**src/rtl/spi_txn_arbiter_pkg.sv**
```systemverilog
// Shared field widths, chip-select levels and FSM encodings for spi_txn_arbiter.
package spi_txn_arbiter_pkg;

  localparam int CMD_BITS_DEF       = 8;
  localparam int ADDR_BITS_DEF      = 8;
  localparam int PAYLOAD_BITS_DEF   = 8;
  localparam int MASTER_FRAME_WIDTH = CMD_BITS_DEF + ADDR_BITS_DEF + PAYLOAD_BITS_DEF;

  // The SPI master drives an active-low chip select.
  localparam logic CS_ASSERT   = 1'b0;
  localparam logic CS_DEASSERT = 1'b1;

  typedef enum logic [2:0] {
    ST_IDLE       = 3'd0,
    ST_ARB        = 3'd1,
    ST_LAUNCH     = 3'd2,
    ST_WAIT_START = 3'd3,
    ST_WAIT_END   = 3'd4,
    ST_DONE       = 3'd5
  } arb_state_e;

endpackage

```
**src/rtl/spi_txn_arbiter_rr.sv**
```systemverilog
// Combinational round-robin pick: first set request at or after rr_ptr, wrapping modulo NUM_REQ.
module spi_rr_arbiter #(
  parameter int NUM_REQ = 4
) (
  input  logic [NUM_REQ-1:0]         req,
  input  logic [$clog2(NUM_REQ)-1:0] rr_ptr,
  output logic [$clog2(NUM_REQ)-1:0] grant_idx,
  output logic                       grant_valid
);

  localparam int IDX_W = $clog2(NUM_REQ);

  int               cand;
  logic [IDX_W-1:0] cand_idx;

  always_comb begin
    grant_idx   = '0;
    grant_valid = 1'b0;
    cand        = 0;
    cand_idx    = '0;
    for (int off = 0; off < NUM_REQ; off++) begin
      cand = int'(rr_ptr) + off;
      if (cand >= NUM_REQ) begin
        cand = cand - NUM_REQ;
      end
      cand_idx = cand[IDX_W-1:0];
      if (!grant_valid && req[cand_idx]) begin
        grant_idx   = cand_idx;
        grant_valid = 1'b1;
      end
    end
  end

endmodule

```
**src/rtl/spi_txn_arbiter.sv**
```systemverilog
// Shares one SPI master between NUM_REQ requesters: arbitrate, launch a frame, return the reply.
// Optional start timeout is enabled by defining SPI_ARB_TIMEOUT_EN.
module spi_txn_arbiter
  import spi_txn_arbiter_pkg::*;
#(
  parameter int NUM_REQ       = 4,
  parameter int CMD_BITS      = CMD_BITS_DEF,
  parameter int ADDR_BITS     = ADDR_BITS_DEF,
  parameter int PAYLOAD_BITS  = PAYLOAD_BITS_DEF,
  parameter int START_TIMEOUT = 64
) (
  input  logic                                      sysclk,
  input  logic                                      rst_n,
  input  logic [NUM_REQ-1:0]                        req,
  input  logic [NUM_REQ*CMD_BITS-1:0]               req_cmd,
  input  logic [NUM_REQ*ADDR_BITS-1:0]              req_addr,
  input  logic [NUM_REQ*PAYLOAD_BITS-1:0]           req_data,
  output logic [NUM_REQ-1:0]                        ack,
  output logic [PAYLOAD_BITS-1:0]                   rsp_data,
  output logic                                      rsp_err,
  output logic                                      busy,
  output logic                                      m_tx_enb,
  output logic [CMD_BITS+ADDR_BITS+PAYLOAD_BITS-1:0] m_frame,
  input  logic                                      m_cs,
  input  logic [PAYLOAD_BITS-1:0]                   m_rx
);

  localparam int               IDX_W    = $clog2(NUM_REQ);
  localparam int               FRAME_W  = CMD_BITS + ADDR_BITS + PAYLOAD_BITS;
  localparam logic [IDX_W-1:0] LAST_IDX = IDX_W'(NUM_REQ - 1);

  if (NUM_REQ < 2 || NUM_REQ > 8 || START_TIMEOUT < 1) begin : g_bad_params
    $error("spi_txn_arbiter: NUM_REQ must be 2..8 and START_TIMEOUT at least 1");
  end

  arb_state_e              state_q, state_d;
  logic [IDX_W-1:0]        rr_ptr_q, rr_ptr_d;
  logic [IDX_W-1:0]        grant_q, grant_d;
  logic [FRAME_W-1:0]      frame_q, frame_d;
  logic [PAYLOAD_BITS-1:0] rsp_data_q, rsp_data_d;

  logic [IDX_W-1:0]        arb_idx;
  logic                    arb_valid;
  logic                    start_timeout;

  logic [CMD_BITS-1:0]     sel_cmd;
  logic [ADDR_BITS-1:0]    sel_addr;
  logic [PAYLOAD_BITS-1:0] sel_data;

  spi_rr_arbiter #(
    .NUM_REQ(NUM_REQ)
  ) u_rr_arbiter (
    .req        (req),
    .rr_ptr     (rr_ptr_q),
    .grant_idx  (arb_idx),
    .grant_valid(arb_valid)
  );

  always_comb begin
    sel_cmd  = '0;
    sel_addr = '0;
    sel_data = '0;
    for (int i = 0; i < NUM_REQ; i++) begin
      if (arb_idx == IDX_W'(i)) begin
        sel_cmd  = req_cmd[i*CMD_BITS +: CMD_BITS];
        sel_addr = req_addr[i*ADDR_BITS +: ADDR_BITS];
        sel_data = req_data[i*PAYLOAD_BITS +: PAYLOAD_BITS];
      end
    end
  end

`ifdef SPI_ARB_TIMEOUT_EN
  localparam int              TO_W    = $clog2(START_TIMEOUT + 1);
  localparam logic [TO_W-1:0] TO_LAST = TO_W'(START_TIMEOUT - 1);

  logic [TO_W-1:0] to_cnt_q, to_cnt_d;
  logic            rsp_err_q, rsp_err_d;

  // Counter is cleared while launching and counts every cycle spent waiting for chip select.
  always_comb begin
    to_cnt_d  = to_cnt_q;
    rsp_err_d = rsp_err_q;
    if (state_q == ST_LAUNCH) begin
      to_cnt_d = '0;
    end else if (state_q == ST_WAIT_START && to_cnt_q != TO_LAST) begin
      to_cnt_d = to_cnt_q + TO_W'(1);
    end
    if (state_q == ST_WAIT_END && m_cs == CS_DEASSERT) begin
      rsp_err_d = 1'b0;
    end else if (start_timeout && m_cs != CS_ASSERT) begin
      rsp_err_d = 1'b1;
    end
  end

  always_ff @(posedge sysclk) begin
    if (!rst_n) begin
      to_cnt_q  <= '0;
      rsp_err_q <= 1'b0;
    end else begin
      to_cnt_q  <= to_cnt_d;
      rsp_err_q <= rsp_err_d;
    end
  end

  assign start_timeout = (state_q == ST_WAIT_START) && (to_cnt_q == TO_LAST);
  assign rsp_err       = rsp_err_q;
`else
  assign start_timeout = 1'b0;
  assign rsp_err       = 1'b0;
`endif

  always_comb begin
    state_d    = state_q;
    rr_ptr_d   = rr_ptr_q;
    grant_d    = grant_q;
    frame_d    = frame_q;
    rsp_data_d = rsp_data_q;
    case (state_q)
      ST_IDLE: begin
        if (|req) begin
          state_d = ST_ARB;
        end
      end
      ST_ARB: begin
        // A request that vanished before arbitration simply returns us to idle.
        if (arb_valid) begin
          grant_d = arb_idx;
          frame_d = {sel_cmd, sel_addr, sel_data};
          state_d = ST_LAUNCH;
        end else begin
          state_d = ST_IDLE;
        end
      end
      ST_LAUNCH: begin
        state_d = ST_WAIT_START;
      end
      ST_WAIT_START: begin
        if (m_cs == CS_ASSERT) begin
          state_d = ST_WAIT_END;
        end else if (start_timeout) begin
          rsp_data_d = '0;
          state_d    = ST_DONE;
        end
      end
      ST_WAIT_END: begin
        if (m_cs == CS_DEASSERT) begin
          rsp_data_d = m_rx;
          state_d    = ST_DONE;
        end
      end
      ST_DONE: begin
        rr_ptr_d = (grant_q == LAST_IDX) ? '0 : grant_q + IDX_W'(1);
        state_d  = ST_IDLE;
      end
      default: begin
        state_d = ST_IDLE;
      end
    endcase
  end

  always_ff @(posedge sysclk) begin
    if (!rst_n) begin
      state_q    <= ST_IDLE;
      rr_ptr_q   <= '0;
      grant_q    <= '0;
      frame_q    <= '0;
      rsp_data_q <= '0;
    end else begin
      state_q    <= state_d;
      rr_ptr_q   <= rr_ptr_d;
      grant_q    <= grant_d;
      frame_q    <= frame_d;
      rsp_data_q <= rsp_data_d;
    end
  end

  assign busy     = (state_q != ST_IDLE);
  assign m_tx_enb = (state_q == ST_LAUNCH);
  assign m_frame  = frame_q;
  assign rsp_data = rsp_data_q;
  assign ack      = (state_q == ST_DONE) ? (NUM_REQ'(1) << grant_q) : '0;

endmodule
```
**config.mk**
```make
export PLATFORM = sky130hd
export DESIGN_NAME = spi_txn_arbiter
export DESIGN_NICKNAME = d
export VERILOG_FILES = /design/src/rtl/spi_txn_arbiter_pkg.sv /design/src/rtl/spi_txn_arbiter_rr.sv /design/src/rtl/spi_txn_arbiter.sv
export SDC_FILE = /design/constraint.sdc
export NUM_CORES = 1
export LEC_CHECK = 0
export CAP_MARGIN = 0
export CORE_MARGIN = 3
export CORE_UTILIZATION = 39
export CTS_CLUSTER_SIZE = 12
export DETAILED_ROUTE_END_ITERATION = 8
export PLACE_DENSITY = 0.85
export SYNTH_ARGS = -nofsm -noshare
export SYNTH_HDL_FRONTEND = slang
export SYNTH_SLANG_ARGS = --single-unit
```
**constraint.sdc**
```tcl
create_clock -name sysclk -period 4.4 [get_ports sysclk]
set_clock_uncertainty 0.2 [all_clocks]
set_input_delay 1.32 -clock sysclk [delete_from_list [all_inputs] [get_ports sysclk]]
set_output_delay 1.32 -clock sysclk [all_outputs]
set_load 0.005 [all_outputs]
```
Word level (Yosys, flattened, before mapping)
Cells that the tools add are included.
{"block": "word_totals", "reg_bits": 39}
{"block": "classes", "n_reduce_logical": 13, "addsub": 8, "mux": 39, "n_lt_le_gt_ge": 8, "shifts": 1, "eq_ne": 12}
{"operator": "$mux W8", "n": 12}
{"operator": "$mux W2", "n": 10}
{"operator": "$pmux W3 S5", "n": 1}
{"operator": "$lt A2 B3 Y1 const B", "n": 4}
{"operator": "$ge A3 B3 Y1 const B", "n": 3}
{"operator": "$mux W3", "n": 3}
{"operator": "$bmux W1 S2", "n": 4}
{"operator": "$mux W1", "n": 8}
{"operator": "$sub A2 B1 Y2 const B", "n": 4}
{"operator": "$add A2 B2 Y3 const B", "n": 2}
{"operator": "$eq A2 B2 Y1 const B", "n": 3}
{"operator": "$eq A3 B2 Y1 const B", "n": 2}
{"operator": "$eq A3 B3 Y1 const B", "n": 2}
{"operator": "$ne A2 B2 Y1 const B", "n": 3}
{"operator": "$mux W4", "n": 1}
{"operator": "$reduce_and A2 Y1", "n": 2}
{"operator": "$reduce_or A4 Y1", "n": 1}
{"operator": "$shl A1 B2 Y4 const A", "n": 1}
{"operator": "$add A2 B1 Y3 const B", "n": 1}
{"operator": "$eq A3 B1 Y1 const B", "n": 1}
{"operator": "$ge A2 B3 Y1 const B", "n": 1}
{"operator": "$logic_and A1 B1 Y1", "n": 3}
{"operator": "$logic_not A1 Y1", "n": 3}
{"operator": "$logic_not A3 Y1", "n": 1}
{"operator": "5 further kinds", "n": 5}

Depth between registers and ports, before layout
{"block": "logic_depth", "depth_word": 19, "ltp_mapped": 8, "ltp_nobuf": 5}

Modules after synthesis
Synthesis repeated with hierarchy kept, for this count alone.
{"block": "hier_totals", "cells_unflattened": 186, "area_unflattened_um2": 2177.1}
{"module": "spi_txn_arbiter", "seq_area_each_um2": 780.7, "area_per_inst_um2": 2099.5, "cells_each": 171, "instances": 1}
{"module": "spi_rr_arbiter", "seq_area_each_um2": 0.0, "area_per_inst_um2": 77.6, "cells_each": 15, "instances": 1}

Least setup slack after synthesis
No wires, ideal clock.
{"block": "synth_timing", "path_kind": "input-to-reg", "from": "in req[1]", "to": "reg frame_q[9] (netlist: m_frame[9])", "required_ps": 4121, "path_buffers": 2, "setup_time_ps": 79, "cell_stages": 7, "t_arrival_ps": 2441, "setup_slack_ps": 1680, "cell_sequence": "nor4_2 > nor4b_2 > nor2b_1 > buf_2 > clkbuf_1 > nand2_1 > o221ai_2"}
{"block": "synth_between", "elab_chain_len": 17, "word_cells_on_any_way": 31}
{"element": "from (decl)", "line_no": "spi_txn_arbiter.sv:14", "text": "input logic [NUM_REQ-1:0] req,"}
{"element": "$bmux W1 S2", "line_no": "spi_txn_arbiter_rr.sv:27", "text": "if (!grant_valid && req[cand_idx]) begin"}
{"element": "$mux W1 (not written as such)", "line_no": "spi_txn_arbiter_rr.sv:27"}
{"element": "$mux W1", "line_no": "spi_txn_arbiter_rr.sv:27"}
{"element": "$logic_not A1 Y1", "line_no": "spi_txn_arbiter_rr.sv:27"}
{"element": "$logic_and A1 B1 Y1", "line_no": "spi_txn_arbiter_rr.sv:27"}
{"element": "$mux W1", "line_no": "spi_txn_arbiter_rr.sv:27"}
{"element": "$logic_not A1 Y1", "line_no": "spi_txn_arbiter_rr.sv:27"}
{"element": "$logic_and A1 B1 Y1", "line_no": "spi_txn_arbiter_rr.sv:27"}
{"element": "$mux W1", "line_no": "spi_txn_arbiter_rr.sv:27"}
{"element": "$logic_not A1 Y1", "line_no": "spi_txn_arbiter_rr.sv:27"}
{"element": "$logic_and A1 B1 Y1", "line_no": "spi_txn_arbiter_rr.sv:27"}
{"element": "$mux W2", "line_no": "spi_txn_arbiter_rr.sv:27"}
{"element": "$logic_not A2 Y1", "line_no": "spi_txn_arbiter.sv:64", "text": "if (arb_idx == IDX_W'(i)) begin"}
{"element": "$mux W8 (4 in a row)", "line_no": "spi_txn_arbiter.sv:64"}
{"element": "to (signal assigned)", "line_no": "spi_txn_arbiter.sv:172", "text": "frame_q <= frame_d;"}
{"element": "to (decl)", "line_no": "spi_txn_arbiter.sv:39", "text": "logic [FRAME_W-1:0] frame_q, frame_d;"}
Parallel ways exist; a longest one is shown, timed or not. The select of a mux whose other input is x is not followed.
A chain may end at the register's enable or synchronous reset.

Worst setup path after layout
{"block": "layout_timing", "from": "in req[1]", "to": "reg frame_q[18] (netlist: m_frame[18])"}
The elaborated chain is that of the path after synthesis.

==> flow_summary.toml <==
[status]
status = "complete, no violations"

[logic_synthesis]
muxShareOfSynthArea_pct = 23.0
synth_area_um2 = 2260
synthDistinctLibCells = 30
synth_compound_area_share_pct = 18.1
synth_edf_count = 0
async_reset_ff_share_pct = 0
ys.flop_type = "dfxtp_1"
synth_xor_area_share_pct = 0
ys_ff_latch = 39
yosys.area_share.simple_pct = 15.3
syn_avg_cell_area_um2 = 9.65
synthAdderAreaFrac_pct = 2.22
ys_warn_count = 0
syn_inst = 234
synth_top_family_by_area = "multiplexers"
syn-num-nets = 349
yosysSeqAreaShare_pct = 34.6

[worst_setup_path]
crit_path_start_kind = "input pin"
r2r_cells = 6
cp.required_ps = 4400
end_kind = "flip-flop"
cp_data_arrival_time_ps = 3290
critPathKind = "in2reg"
regToRegSetupSlack_ps = 2270
path_max_fanout = 13

[clocking]
cts_resized = 0
cts_max_level = 2
cts.sinks = 39
clkTransAtPathRegs_ps = 70
cts_root_buf = "clkbuf_8"
clock_path_buffers = 2
cts_buffers = 5
post_cts.repair.setup_buffers = 0
clk_latency_ps = 280
tritoncts = "yes"
cts_hold_buf = 0

[sta]
max_freq_ghz = 0.304
tns_ps = 0
finalHoldViolCount = 0
period_share_pct = 74.7
relSlewSlack_pct = 62.3
tightest_slew_ps = 562
hold_ws_ps = 262
slew_viol_final = 0
min_period_ps = 3290
setup_viol = 0
rsz0062_at_grt = "false"

[global_routing]
grt_pass1_vias = 2132
grt_max_degree = 34
grt-ovfl-total = 0
antenna_found_initial = 0
grt_pass1_wl_um = 10400
grt_usage_pct = 19.7

[drt]
drtIter0Drc = 65
routedWlPerCell_um = 15.7
drc = 0
drt_first_pass_iters = 4
wl_um = 7000
ant_nets = 0
via_per_inst = 5.01
route.vias.total = 2234

[cells_and_area]
fillerInstances = 451
multi_input_area_um2 = 1330
diodes = 0
fin_nets = 489
regArea_um2 = 781
drive_gt1_share_pct = 6.68
final_util_pct = 69.1
syn_to_final_growth_pct = 69.6
instances_no_fill = 446

[power]
power_leakage_nw = 1.36
vdd_drop_max_uv = 165
power_density_nw_per_um2 = 239
total_power_mw = 0.916

[die]
io_pins = 150
std_cell_rows = 27
start_util_pct = 40.8
fp.dieH_um = 82.1
core_area_um2 = 5540
die_w_um = 82.1
dieArea_um2 = 6740

[placement]
dp.cells = 439
io_buffers = 148
hpwl_um = 5550
place_congestion = 0.797

[job]
cap_violations = 0

[min_path]
holdPathStages = 2
holdCritPathClass = "reg2reg"
kinds of logic after synthesis:
group / Yosys count
other cells: 1
flops: 39
fa+ha+maj: 4
simple gates: 72
compound gates: 43
buf+inv: 23
mux: 52
state kept, by name (all words and copies together), names as in the netlist:
name	cells
rsp_data	8
rr_ptr_q	2
grant_q	2
state_q	3
m_frame	24
synth_stat cells (all sizes together), types with 3 or more instances:
cell type,number,area [um2]
o221ai,24,273
a21oi,5,25.0
ha,4,50.1
nor2b,5,31.3
clkbuf,6,22.5
and2,6,37.5
o21ai,3,15.0
inv,4,15.0
a21boi,8,60.1
nand2,43,161
mux2i,52,521
dfxtp,39,781
buf,13,110
nor2,6,22.5
nand2b,5,31.3
critical path, cell delays in order:
cell and delay [ps]:
clkdlybuf4s50_1 470, nor4_2 430, nor4b_2 140, nor2b_2 490
buf_4 300, nand2_1 70, o221ai_1 60
routing by layer:
metal / vias up / share of wire (%) / wire [um] / track usage, %
li1: 1119 / - / - / -
met1: 1019 / 39 / 2730 / 22.8
met2: 90 / 50 / 3490 / 35.5
met3: 6 / 11 / 748 / 6.94
met4: 0 / 0.49 / 34 / 2.99
met5: - / 0 / 0 / 0
stage by stage:
step / cell area [um2] / setup WS [ps]
2_1_floorplan: 2260 / 1680
3_3_place_gp: 3740 / 876
3_5_place_dp: 3740 / 779
4_1_cts: 3830 / 1070
5_1_grt: 3830 / 842
6_report: 3830 / 1110
layout by cell type, fill, tap and decap left out:
master	synthesis	layout
nor2b_1	5	4
nand2b_1	5	5
a21oi_1	5	5
clkbuf_8	0	6
a311oi_1	1	1
clkdlybuf4s50_1	0	148
inv_1	4	4
a21boi_0	8	8
nor2_1	6	6
and3b_1	1	1
nand2_1	43	43
or3_1	1	1
buf_12	0	1
and3_1	1	1
o21ai_1	1	1
o221ai_2	10	10
o221ai_1	14	14
o2bb2a_4	1	1
buf_4	3	3
nor4b_2	1	1
nor2b_2	0	1
and2_1	6	6
dfxtp_1	39	39
o21ai_0	2	2
mux2i_1	52	52
ha_1	4	4
or3b_1	1	1
conb_1	1	1
clkinv_2	0	1
o21a_1	1	1
nand3_1	1	1
nor4_2	1	1
power breakdown:
part           total [mW]  internal [mW]  switching (mW)
logic               0.276          0.181          0.0946
clock network       0.242          0.123           0.119
registers           0.398          0.380          0.0183
total               0.916          0.684           0.232
final timing paths:
| path | startpoint | endpoint |
|---|---|---|
| setup / recovery | req[1] | m_frame[18] |
| hold / removal | m_frame[14] | m_frame[14] |
| setup reg to reg | rr_ptr_q[1] | m_frame[10] |
| hold reg to reg | m_frame[14] | m_frame[14] |
area by class of cell:
cell class,instances,area share [%]
tap,72,2.35
sequential,39,20.4
inverter,4,0.392
multi-input combinational,172,34.8
clock inverter,1,0.131
clock buffer,6,2.16
timing repair buffer,152,39.8
Note: power is estimated with default switching activity, not from simulation.
